File: src/rtl/mem_port_arbiter.sv
// Shares one data-memory port between IFU fetches and LSU loads/stores.
// LSU has priority; a streak limit guarantees IFU forward progress.
module mem_port_arbiter #(
    parameter int AW         = 32,
    parameter int DW         = 32,
    parameter int LSU_STREAK = 4
) (
    input  logic            i_clock,
    input  logic            i_reset,
    input  logic            i_ifu_valid,
    input  logic [AW-1:0]   i_ifu_addr,
    input  logic            i_ifu_flush,
    output logic            o_ifu_ready,
    output logic            o_ifu_rvalid,
    output logic [DW-1:0]   o_ifu_rdata,
    output logic            o_ifu_rerr,
    input  logic            i_lsu_valid,
    input  logic [AW-1:0]   i_lsu_addr,
    input  logic            i_lsu_wen,
    input  logic [DW-1:0]   i_lsu_wdata,
    input  logic [DW/8-1:0] i_lsu_wmask,
    input  logic [2:0]      i_lsu_read_t,
    output logic            o_lsu_ready,
    output logic            o_lsu_rvalid,
    output logic [DW-1:0]   o_lsu_rdata,
    output logic            o_lsu_rerr,
    output logic            o_mem_valid,
    output logic [AW-1:0]   o_mem_addr,
    output logic            o_mem_wen,
    output logic [DW-1:0]   o_mem_wdata,
    output logic [DW/8-1:0] o_mem_wmask,
    output logic [2:0]      o_mem_read_t,
    input  logic            i_mem_ready,
    input  logic            i_mem_rvalid,
    input  logic [DW-1:0]   i_mem_rdata,
    input  logic            i_mem_rerr
);

    localparam int SW = $clog2(LSU_STREAK + 1);
    localparam logic [SW-1:0] STREAK_MAX = SW'(LSU_STREAK);

    typedef enum logic [1:0] {
        S_IDLE,
        S_REQ,
        S_RESP
    } state_t;

    typedef enum logic {
        OWN_LSU,
        OWN_IFU
    } owner_t;

    state_t        state;
    owner_t        owner;
    logic [SW-1:0] streak;
    logic          drop;

    logic ifu_req;
    logic lsu_grant;
    logic ifu_grant;
    logic done;
    logic ifu_kill;

    // Grant decision, completion detection and response routing.
    always_comb begin
        ifu_req   = i_ifu_valid && !i_ifu_flush;
        lsu_grant = (state == S_IDLE) && i_lsu_valid
                    && !(ifu_req && (streak == STREAK_MAX));
        ifu_grant = (state == S_IDLE) && !lsu_grant && ifu_req;
        done      = ((state == S_REQ) && i_mem_ready && i_mem_rvalid)
                    || ((state == S_RESP) && i_mem_rvalid);
        // A flush arriving with the response still kills it.
        ifu_kill  = drop || i_ifu_flush;

        o_ifu_ready  = ifu_grant;
        o_lsu_ready  = lsu_grant;
        o_mem_valid  = (state == S_REQ);
        o_ifu_rvalid = done && (owner == OWN_IFU) && !ifu_kill;
        o_lsu_rvalid = done && (owner == OWN_LSU);
        o_ifu_rdata  = i_mem_rdata;
        o_lsu_rdata  = i_mem_rdata;
        o_ifu_rerr   = i_mem_rerr;
        o_lsu_rerr   = i_mem_rerr;
    end

    // Transaction FSM: latch winner's request, hold it on the bus, await data.
    always_ff @(posedge i_clock) begin
        if (i_reset) begin
            state        <= S_IDLE;
            owner        <= OWN_LSU;
            streak       <= '0;
            drop         <= 1'b0;
            o_mem_addr   <= '0;
            o_mem_wen    <= 1'b0;
            o_mem_wdata  <= '0;
            o_mem_wmask  <= '0;
            o_mem_read_t <= 3'b000;
        end else begin
            case (state)
                S_IDLE: begin
                    drop <= 1'b0;
                    if (lsu_grant) begin
                        if (!i_ifu_valid)
                            streak <= '0;
                        else if (streak != STREAK_MAX)
                            streak <= streak + 1'b1;
                        owner        <= OWN_LSU;
                        o_mem_addr   <= i_lsu_addr;
                        o_mem_wen    <= i_lsu_wen;
                        o_mem_wdata  <= i_lsu_wdata;
                        o_mem_wmask  <= i_lsu_wmask;
                        o_mem_read_t <= i_lsu_read_t;
                        state        <= S_REQ;
                    end else if (ifu_grant) begin
                        streak       <= '0;
                        owner        <= OWN_IFU;
                        o_mem_addr   <= i_ifu_addr;
                        o_mem_wen    <= 1'b0;
                        o_mem_wdata  <= '0;
                        o_mem_wmask  <= '0;
                        o_mem_read_t <= 3'b010;
                        state        <= S_REQ;
                    end else if (!i_ifu_valid) begin
                        streak <= '0;
                    end
                end
                S_REQ: begin
                    if ((owner == OWN_IFU) && i_ifu_flush)
                        drop <= 1'b1;
                    if (i_mem_ready) begin
                        if (i_mem_rvalid) begin
                            state <= S_IDLE;
                            drop  <= 1'b0;
                        end else begin
                            state <= S_RESP;
                        end
                    end
                end
                S_RESP: begin
                    if ((owner == OWN_IFU) && i_ifu_flush)
                        drop <= 1'b1;
                    if (i_mem_rvalid) begin
                        state <= S_IDLE;
                        drop  <= 1'b0;
                    end
                end
                default: begin
                    state <= S_IDLE;
                    drop  <= 1'b0;
                end
            endcase
        end
    end

endmodule

File: config.mk
export PLATFORM = sky130hd
export DESIGN_NAME = mem_port_arbiter
export DESIGN_NICKNAME = d
export VERILOG_FILES = /design/src/rtl/mem_port_arbiter.sv
export SDC_FILE = /design/constraint.sdc
export NUM_CORES = 1
export LEC_CHECK = 0
export BUFFER_PORTS_ARGS = -buffer_cell sky130_fd_sc_hd__buf_2
export CORE_AREA = 2 2 112 114
export CTS_BUF_LIST = sky130_fd_sc_hd__clkbuf_4
export DETAILED_ROUTE_END_ITERATION = 10
export DIE_AREA = 0 0 114 116
export GPL_ROUTABILITY_DRIVEN = 0
export GPL_TIMING_DRIVEN = 0
export PLACE_DENSITY_LB_ADDON = 0.12
export SKIP_LAST_GASP = 1
export SYNTH_ARGS = -nofsm -noshare
export SYNTH_HDL_FRONTEND = slang
export SYNTH_SLANG_ARGS = --single-unit
File: constraint.sdc
create_clock -name i_clock -period 2.8 [get_ports i_clock]
set_input_delay 0.42 -clock i_clock [delete_from_list [all_inputs] [get_ports i_clock]]
set_output_delay 0.42 -clock i_clock [all_outputs]
set_load 0.02 [all_outputs]
Word-level counts from Yosys, hierarchy flattened
Cells that the tools add are included.

Output and inout bits: 143. Register bits: 79. Input port bits: 144. Word-level logic and storage cells: 71.

Multiplexer cells: 27. Add/subtract/negate cells: 1. Reductions and logical operators: 24. Bitwise gates (word level): 1. Eq/ne operators: 9.

Operators by type and width (number): $mux W32 (4); $mux W3 (7); $logic_and A1 B1 Y1 (13); $mux W2 (5); $mux W4 (2); $mux W1 (7); $ne A3 B3 Y1 const B (2); $pmux W2 S3 (1); $reduce_and A3 Y1 (2); $logic_not A1 Y1 (4); $add A3 B1 Y3 const B (1); $eq A3 B3 Y1 const B (1); $ne A3 B1 Y1 const B (1); $ne A3 B2 Y1 const B (1); $eq A2 B1 Y1 const B (1); $eq A2 B2 Y1 const B (1); $logic_not A2 Y1 (1); $logic_or A1 B1 Y1 (2); $ne A2 B1 Y1 const B (1); $ne A2 B2 Y1 const B (1); $pmux W1 S2 (1); $reduce_and A2 Y1 (1); $reduce_bool A2 Y1 (1); $not A1 Y1 (1).

Longest topological paths before layout
Gate-level depths: netlist of the first run.

Depth in word-level cells: 11. Depth in mapped cells: 9. Gate-level depth less buffers: 7.

Worst setup path before layout of the first run
OpenSTA, ideal clock, no wires.

Path kind: reg-to-output. From: register state[1]. To: output o_ifu_rvalid. Cell stages (with the launch flop): 6. Data arrival time: 1.654 ns. Slack: 0.726 ns. Data required time: 2.380 ns. Buffers on the path: 0. Cells stage by stage: dfxtp_1 > inv_1 > ha_1 > a21o_1 > nand2_1 > nor4b_1.

Word-level cells in the longest chain between the ends: 6. Elaborated cells between the ends (all ways): 8. Classes of those cells: eq/ne: 2; reduce/logical: 6.

Ends and longest elaborated chain: from (decl) (line 53) `state_t state;`; from (signal assigned) (line 89) `state <= S_IDLE;`; from (signal assigned) (line 113) `state <= S_REQ;`; from (signal assigned) (line 122) `state <= S_REQ;`; $eq A2 B1 Y1; net o_mem_valid (line 27) `output logic o_mem_valid,`; $logic_and A1 B1 Y1 (2 in a row) (line 70) `done = ((state == S_REQ) && i_mem_ready && i_mem_rvalid)`; $logic_or A1 B1 Y1 (line 71) `|| ((state == S_RESP) && i_mem_rvalid);`; $logic_and A1 B1 Y1 (2 in a row) (line 78) `o_ifu_rvalid = done && (owner == OWN_IFU) && !ifu_kill;`; to (decl) (line 14) `output logic o_ifu_rvalid,`.

The timed path passes the listed nets, and every way through them passes these cells.

Final worst setup path of the first run
From: register state[1]. To: output o_lsu_ready.

Word-level cells in the longest chain between the ends: 3.

Ends and longest elaborated chain: $logic_not A2 Y1 (line 67) `lsu_grant = (state == S_IDLE) && i_lsu_valid`; $logic_and A1 B1 Y1 (line 67); $logic_and A1 B1 Y1 (line 68) `&& !(ifu_req && (streak == STREAK_MAX));`; to (decl) (line 23) `output logic o_lsu_ready,`.

Every way passes these cells.

==> reports/results.txt, run 1 <==
RSZ-0062 raised after global routing - no
Final net count - 848
Starting Density - 32.9%
Dpl hpwl - 9.50 mm
Drt first pass iters - 4
# port buffers - 251
Fin area - 5490 um2
Worst hold path type - primary input to flop
Avg WL per Cell - 14.1 um
Setup_tns - 0 ps
Total Routing Usage GR - 16.7%
Leak - 2.78 nW
Resize count post-CTS - 0
Worst flop-to-flop path startpoint - state[0]
Layout cells sized above 1 - 57.5%
Synth area leaders - dfxtp_1 40%, buf_4 13%, a211oi_2 9.6%
Critical Path End Type - output pin
Post-synth EDFFs - 0
CTS Buf Count - 9
Root Driver - clkbuf_4
Fillers - 1,222
Critical R2R Capture - o_mem_addr[24]
Worst path arrival time - 2150 ps
Post-Syn Instances - 436
Top Usage Layer GRT - met2
Sw power - 1.29 mW
First-pass GRT wire length - 17.5 mm
Largest net degree at the start of global routing - 14
CTS Hold Bufs - 0
Met1 Use GR - 22.3%
Critical path type - flop to output pin
Sequential share of power - 40.1%
Sw Share - 38.6%
Status - completed
IR drop worst, VDD - 0.000357 V
Int Power - 2.06 mW
Critical path startpoint category - flop
DP Area - 5360 um2
Tot Pwr - 3.35 mW
Commonest non-fill, non-tap cell in the layout - buf_2
Core area - 11,900 um2
# diodes - 0
Clk_lat worst skew - 410 ps
Floorplan row count - 40
Final Max Slew Viols - 0
Grt total ovfl - 0
Final period utilization - 91.6%
Crit path time final - 2570 ps
Clock power frac - 19.8%
Met2 usage in global routing - 26.3%
Commonest non-fill, non-tap cells in the layout - 264 x buf_2, 79 x dfxtp_1, 75 x nor2_1
CTS Buffer Depth - 2
Postcts setup bufs - 0
Area of the mapped netlist - 3920 um2
Ys flop type - dfxtp_1
Hold path start - i_ifu_addr[27]
Synth warn - 0
Worst-path maximum fanout - 10
Post-synthesis sequential area ratio - 40.4%
P&R area growth vs syn - 40.1%
CTS tree - yes
Clock Skews - 10.9 ps
Mapped Avg Cell Area - 8.98 um2
Vias in the first global route - 3,572
DIE HEIGHT - 116 um
Ports - 287
Post-synth top area share - 40.4%
Worst Reg-to-Reg Cells - 8
Max cap viols - 0
Relative slew slack - 52.2%
DR iter-0 viols - 178
DRT Wirelength - 12.0 mm
Initial antenna violation count - 0
Worst Tran Pin Value - 717 ps
Combinational power share - 40.1%
# H-tree levels - 3
Min-Delay Path Depth - 3
Synth cell types - 34
Util after Layout - 46.1%
Hold Fails Final Rpt - 0
WHS Endpoint - o_mem_addr[27]
Asr flop ratio synth - 0%
Syn_nets - 586
Grt met3 use - 4.24%
Routed Antenna Nets - 0
DRC - 0
Die W - 114 um
FMAX - 390 MHz
Power Density - 611 nW/um2
TritonCTS Sinks - 79
# setup viols final - 0
Worst Path Required - 2380 ps
Flop2flop setup slack - 850 ps
Post-synthesis register bit count - 79
Cell taking the most area after synthesis - dfxtp_1
Full die area - 13,200 um2
Vias per cell - 4.60
DR vias - 3,908
Clk slew on worst S/H paths - 130 ps
Hold slack - 244 ps
per-stage QoR:
stage | setup slack, ps | std cells
after floorplan | 726 | 436
after global placement | 735 | 834
after detailed placement | 694 | 834
after CTS | 183 | 850
after global routing | 49.6 | 850
final | 235 | 850
metal layers:
metal | vias up | part of all wire [%]
met5 | - | 0
met3 | 8 | 8.1
met1 | 1772 | 44
met4 | 0 | 1.0
li1 | 1956 | -
met2 | 172 | 47
worst max-delay path: stages (launching register included):
cell and delay [ps]:
dfxtp_1 350, inv_1 100, ha_1 280, and2_1 160, buf_4 140, nand2_4 90, inv_4 160, buf_2 250
buf_2 200
registers in the layout, indices dropped and copies added (netlist names):
signal / flops
drop: 1
o_mem_addr: 32
o_mem_read_t: 3
o_mem_wdata: 32
o_mem_wen: 1
o_mem_wmask: 4
owner: 1
state: 2
streak: 3
final cells by class:
class / count / area, um2 / share of cell area, %
multi-input combinational: 251 / 1630 / 29.8
sequential: 79 / 1580 / 28.8
timing repair buffer: 251 / 1260 / 22.9
buffer: 97 / 666 / 12.1
tap: 147 / 184 / 3.35
clock buffer: 9 / 67.6 / 1.23
clock inverter: 7 / 63.8 / 1.16
inverter: 9 / 36.3 / 0.661
synth_stat cells (all sizes together), types with 2 or more instances:
cell,n
buf,86
dfxtp,79
nor2,75
a22oi,40
a21oi,38
nand2,38
a211oi,32
clkbuf,11
inv,9
ha,6
nand2b,3
nand3b,2
nand4,2
power by group through the flow:
stage / registers [mW] / logic, mW / clock network [mW]
2_1_floorplan: 1.53 / 0.761 / 0
3_3_place_gp: 1.36 / 1.34 / 0
3_5_place_dp: 1.37 / 1.35 / 0
4_1_cts: 1.34 / 1.36 / 0.701
5_1_grt: 1.36 / 1.46 / 0.752
6_report: 1.34 / 1.34 / 0.664
worst max path at each step:
| stage | depth (start not counted) | to | startpoint |
|---|---|---|---|
| floorplan | 5 | o_ifu_rvalid | state[1] |
| global placement | 8 | o_lsu_ready | state[1] |
| detailed placement | 8 | o_lsu_ready | state[0] |
| CTS | 8 | o_lsu_ready | state[1] |
| global route | 8 | o_lsu_ready | state[1] |
| finish | 8 | o_lsu_ready | state[1] |
cell families (layout without fill, tap and decap cells):
logic type               after synthesis  in the layout  share of synthesized area, %
AO/OA/AOI/OAI                        120            120                          26.4
AND/OR/NAND/NOR                      124            124                          13.2
buffers and inverters                106            373                          17.9
flip-flops                            79             79                          40.4
multiplexers                           1              1                         0.256
adder cells (fa/ha/maj)                6              6                          1.92
(Power assumes the default switching activity.)
==> run 2, diff against run 1 <==
Settings changed: PLACE_DENSITY set to 0.67, PLACE_DENSITY_LB_ADDON 0.12 to not set.
==> run 2 against run 1 <==
Effect of this change:
- sequential power about the same
- design area is 0.93% higher
- highest routed layer is now met5
- core utilization up 0.43 points
- worst hold slack lost 26 ps
- via count rose by 2.1%
- first-iteration DRC count down 24%
- count of clock-buffer cells in the layout is 1 higher
- routed wire length grew 5.1%
- maximum frequency fell by 1.1%
- critical path type unchanged
- global-route usage up 1.6 points
- sequential cell count is the same
==> reports/results.txt, run 2 (same netlist as run 1, synthesis figures left out) <==
DR iter-0 viols - 136
Flop2flop setup slack - 820 ps
DP Area - 5360 um2
Worst flop-to-flop path startpoint - state[0]
IR drop worst, VDD - 0.000382 V
Ports - 287
Largest net degree at the start of global routing - 14
Worst Path Required - 2380 ps
Die W - 114 um
RSZ-0062 raised after global routing - no
CTS tree - yes
Worst Tran Pin Value - 829 ps
Clock Skews - 10.0 ps
Critical R2R Capture - o_mem_addr[5]
Leak - 2.80 nW
P&R area growth vs syn - 41.4%
Final Max Slew Viols - 0
Hold path start - i_lsu_wmask[3]
Relative slew slack - 44.8%
Cell Count, Final, Fillers Out - 849
DIE HEIGHT - 116 um
First-pass GRT wire length - 18.8 mm
# port buffers - 251
Crit path time final - 2590 ps
Drt first pass iters - 4
# H-tree levels - 3
DRT Wirelength - 12.6 mm
Vias in the first global route - 3,901
Worst Reg-to-Reg Cells - 8
DRC - 0
Initial antenna violation count - 1
Power Density - 645 nW/um2
Biggest regs - o_mem_addr (32), o_mem_wdata (32), o_mem_wmask (4)
Commonest non-fill, non-tap cells in the layout - 264 x buf_2, 79 x dfxtp_1, 75 x nor2_1
Critical path endpoint - o_lsu_ready
Hold Fails Final Rpt - 0
Critical path, cell by cell - inv_1, ha_1, and2_1, buf_4, nand2_4, inv_4, buf_2, buf_2
Critical path startpoint category - flop
Postcts setup bufs - 0
Commonest non-fill, non-tap cell in the layout - buf_2
TritonCTS Sinks - 79
Final net count - 848
Root Driver - clkbuf_4
Slowest-stage cell, CP - dfxtp_1
Critical path type - flop to output pin
Starting Density - 32.9%
Core area - 11,900 um2
Worst-path maximum fanout - 10
CTS Hold Bufs - 0
Fin area - 5540 um2
Placed cell count - 834
Status - completed
# setup viols final - 0
Dpl hpwl - 9.98 mm
Full die area - 13,200 um2
CP most frequent cell - buf_2
Avg WL per Cell - 14.8 um
Final period utilization - 92.6%
Resize count post-CTS - 0
Worst path arrival time - 2170 ps
Layout cells sized above 1 - 57.7%
Worst hold path type - primary input to flop
Vias per cell - 4.70
Clk_lat worst skew - 450 ps
DR vias - 3,989
Grt total ovfl - 0
Max cap viols - 0
CP Launch Point - state[0]
Critical Path End Type - output pin
Floorplan row count - 40
Clk slew on worst S/H paths - 130 ps
Largest stage delay, worst path - 350 ps
CTS Buf Count - 9
FMAX - 386 MHz
CTS Buffer Depth - 2
Tot Pwr - 3.57 mW
Setup_tns - 0 ps
Total Routing Usage GR - 18.3%
Routed Antenna Nets - 0
# diodes - 0
## run 2: worst min path at each step
stage | endpoint | slack (ps) | cells after the start
floorplan | streak[1] | 450 | 2
global placement | streak[1] | 460 | 2
detailed placement | streak[1] | 470 | 2
CTS | o_mem_read_t[2] | 180 | 3
global route | o_mem_addr[27] | 190 | 3
finish | o_mem_wmask[3] | 220 | 3
## run 2: routing by layer
metal / share of wire (%) / vias up / global-route usage, % / routed length, um
li1: - / 1950 / - / -
met4: 0.99 / 2 / 5.69 / 124
met3: 9.5 / 11 / 6.07 / 1190
met2: 52 / 187 / 34.3 / 6590
met5: 0.080 / - / 0 / 10
met1: 37 / 1839 / 19.3 / 4660
## run 2: critical path: cells and delay by family (launching register included)
family / cells / cell delay (ps)
buffers and inverters: 5 / 840
flip-flops: 1 / 350
adder cells (fa/ha/maj): 1 / 280
AND/OR/NAND/NOR: 2 / 260
## run 2: layout make-up
type                       count  area, um2
multi-input combinational    251       1630
clock inverter                 5        108
inverter                       9       36.3
tap                          147        184
buffer                        97        666
sequential                    79       1580
clock buffer                  10       75.1
timing repair buffer         251       1260
fill                        1188       6370
## run 2: report_power, final
group	leakage, nW	switching, mW	internal [mW]	total [mW]
combinational	2.06	0.824	0.524	1.35
sequential	0.651	0.0771	1.27	1.35
clock	0.0966	0.419	0.460	0.879
total	2.80	1.32	2.25	3.57
## run 2: stage by stage
step	utilization (%)	setup slack [ps]	hold slack (ps)
5_1_grt	46.5	7.61	192
4_1_cts	46.5	159	183
3_5_place_dp	45.0	689	469
6_report	46.5	206	218
2_1_floorplan	-	726	449
3_3_place_gp	45.0	736	460
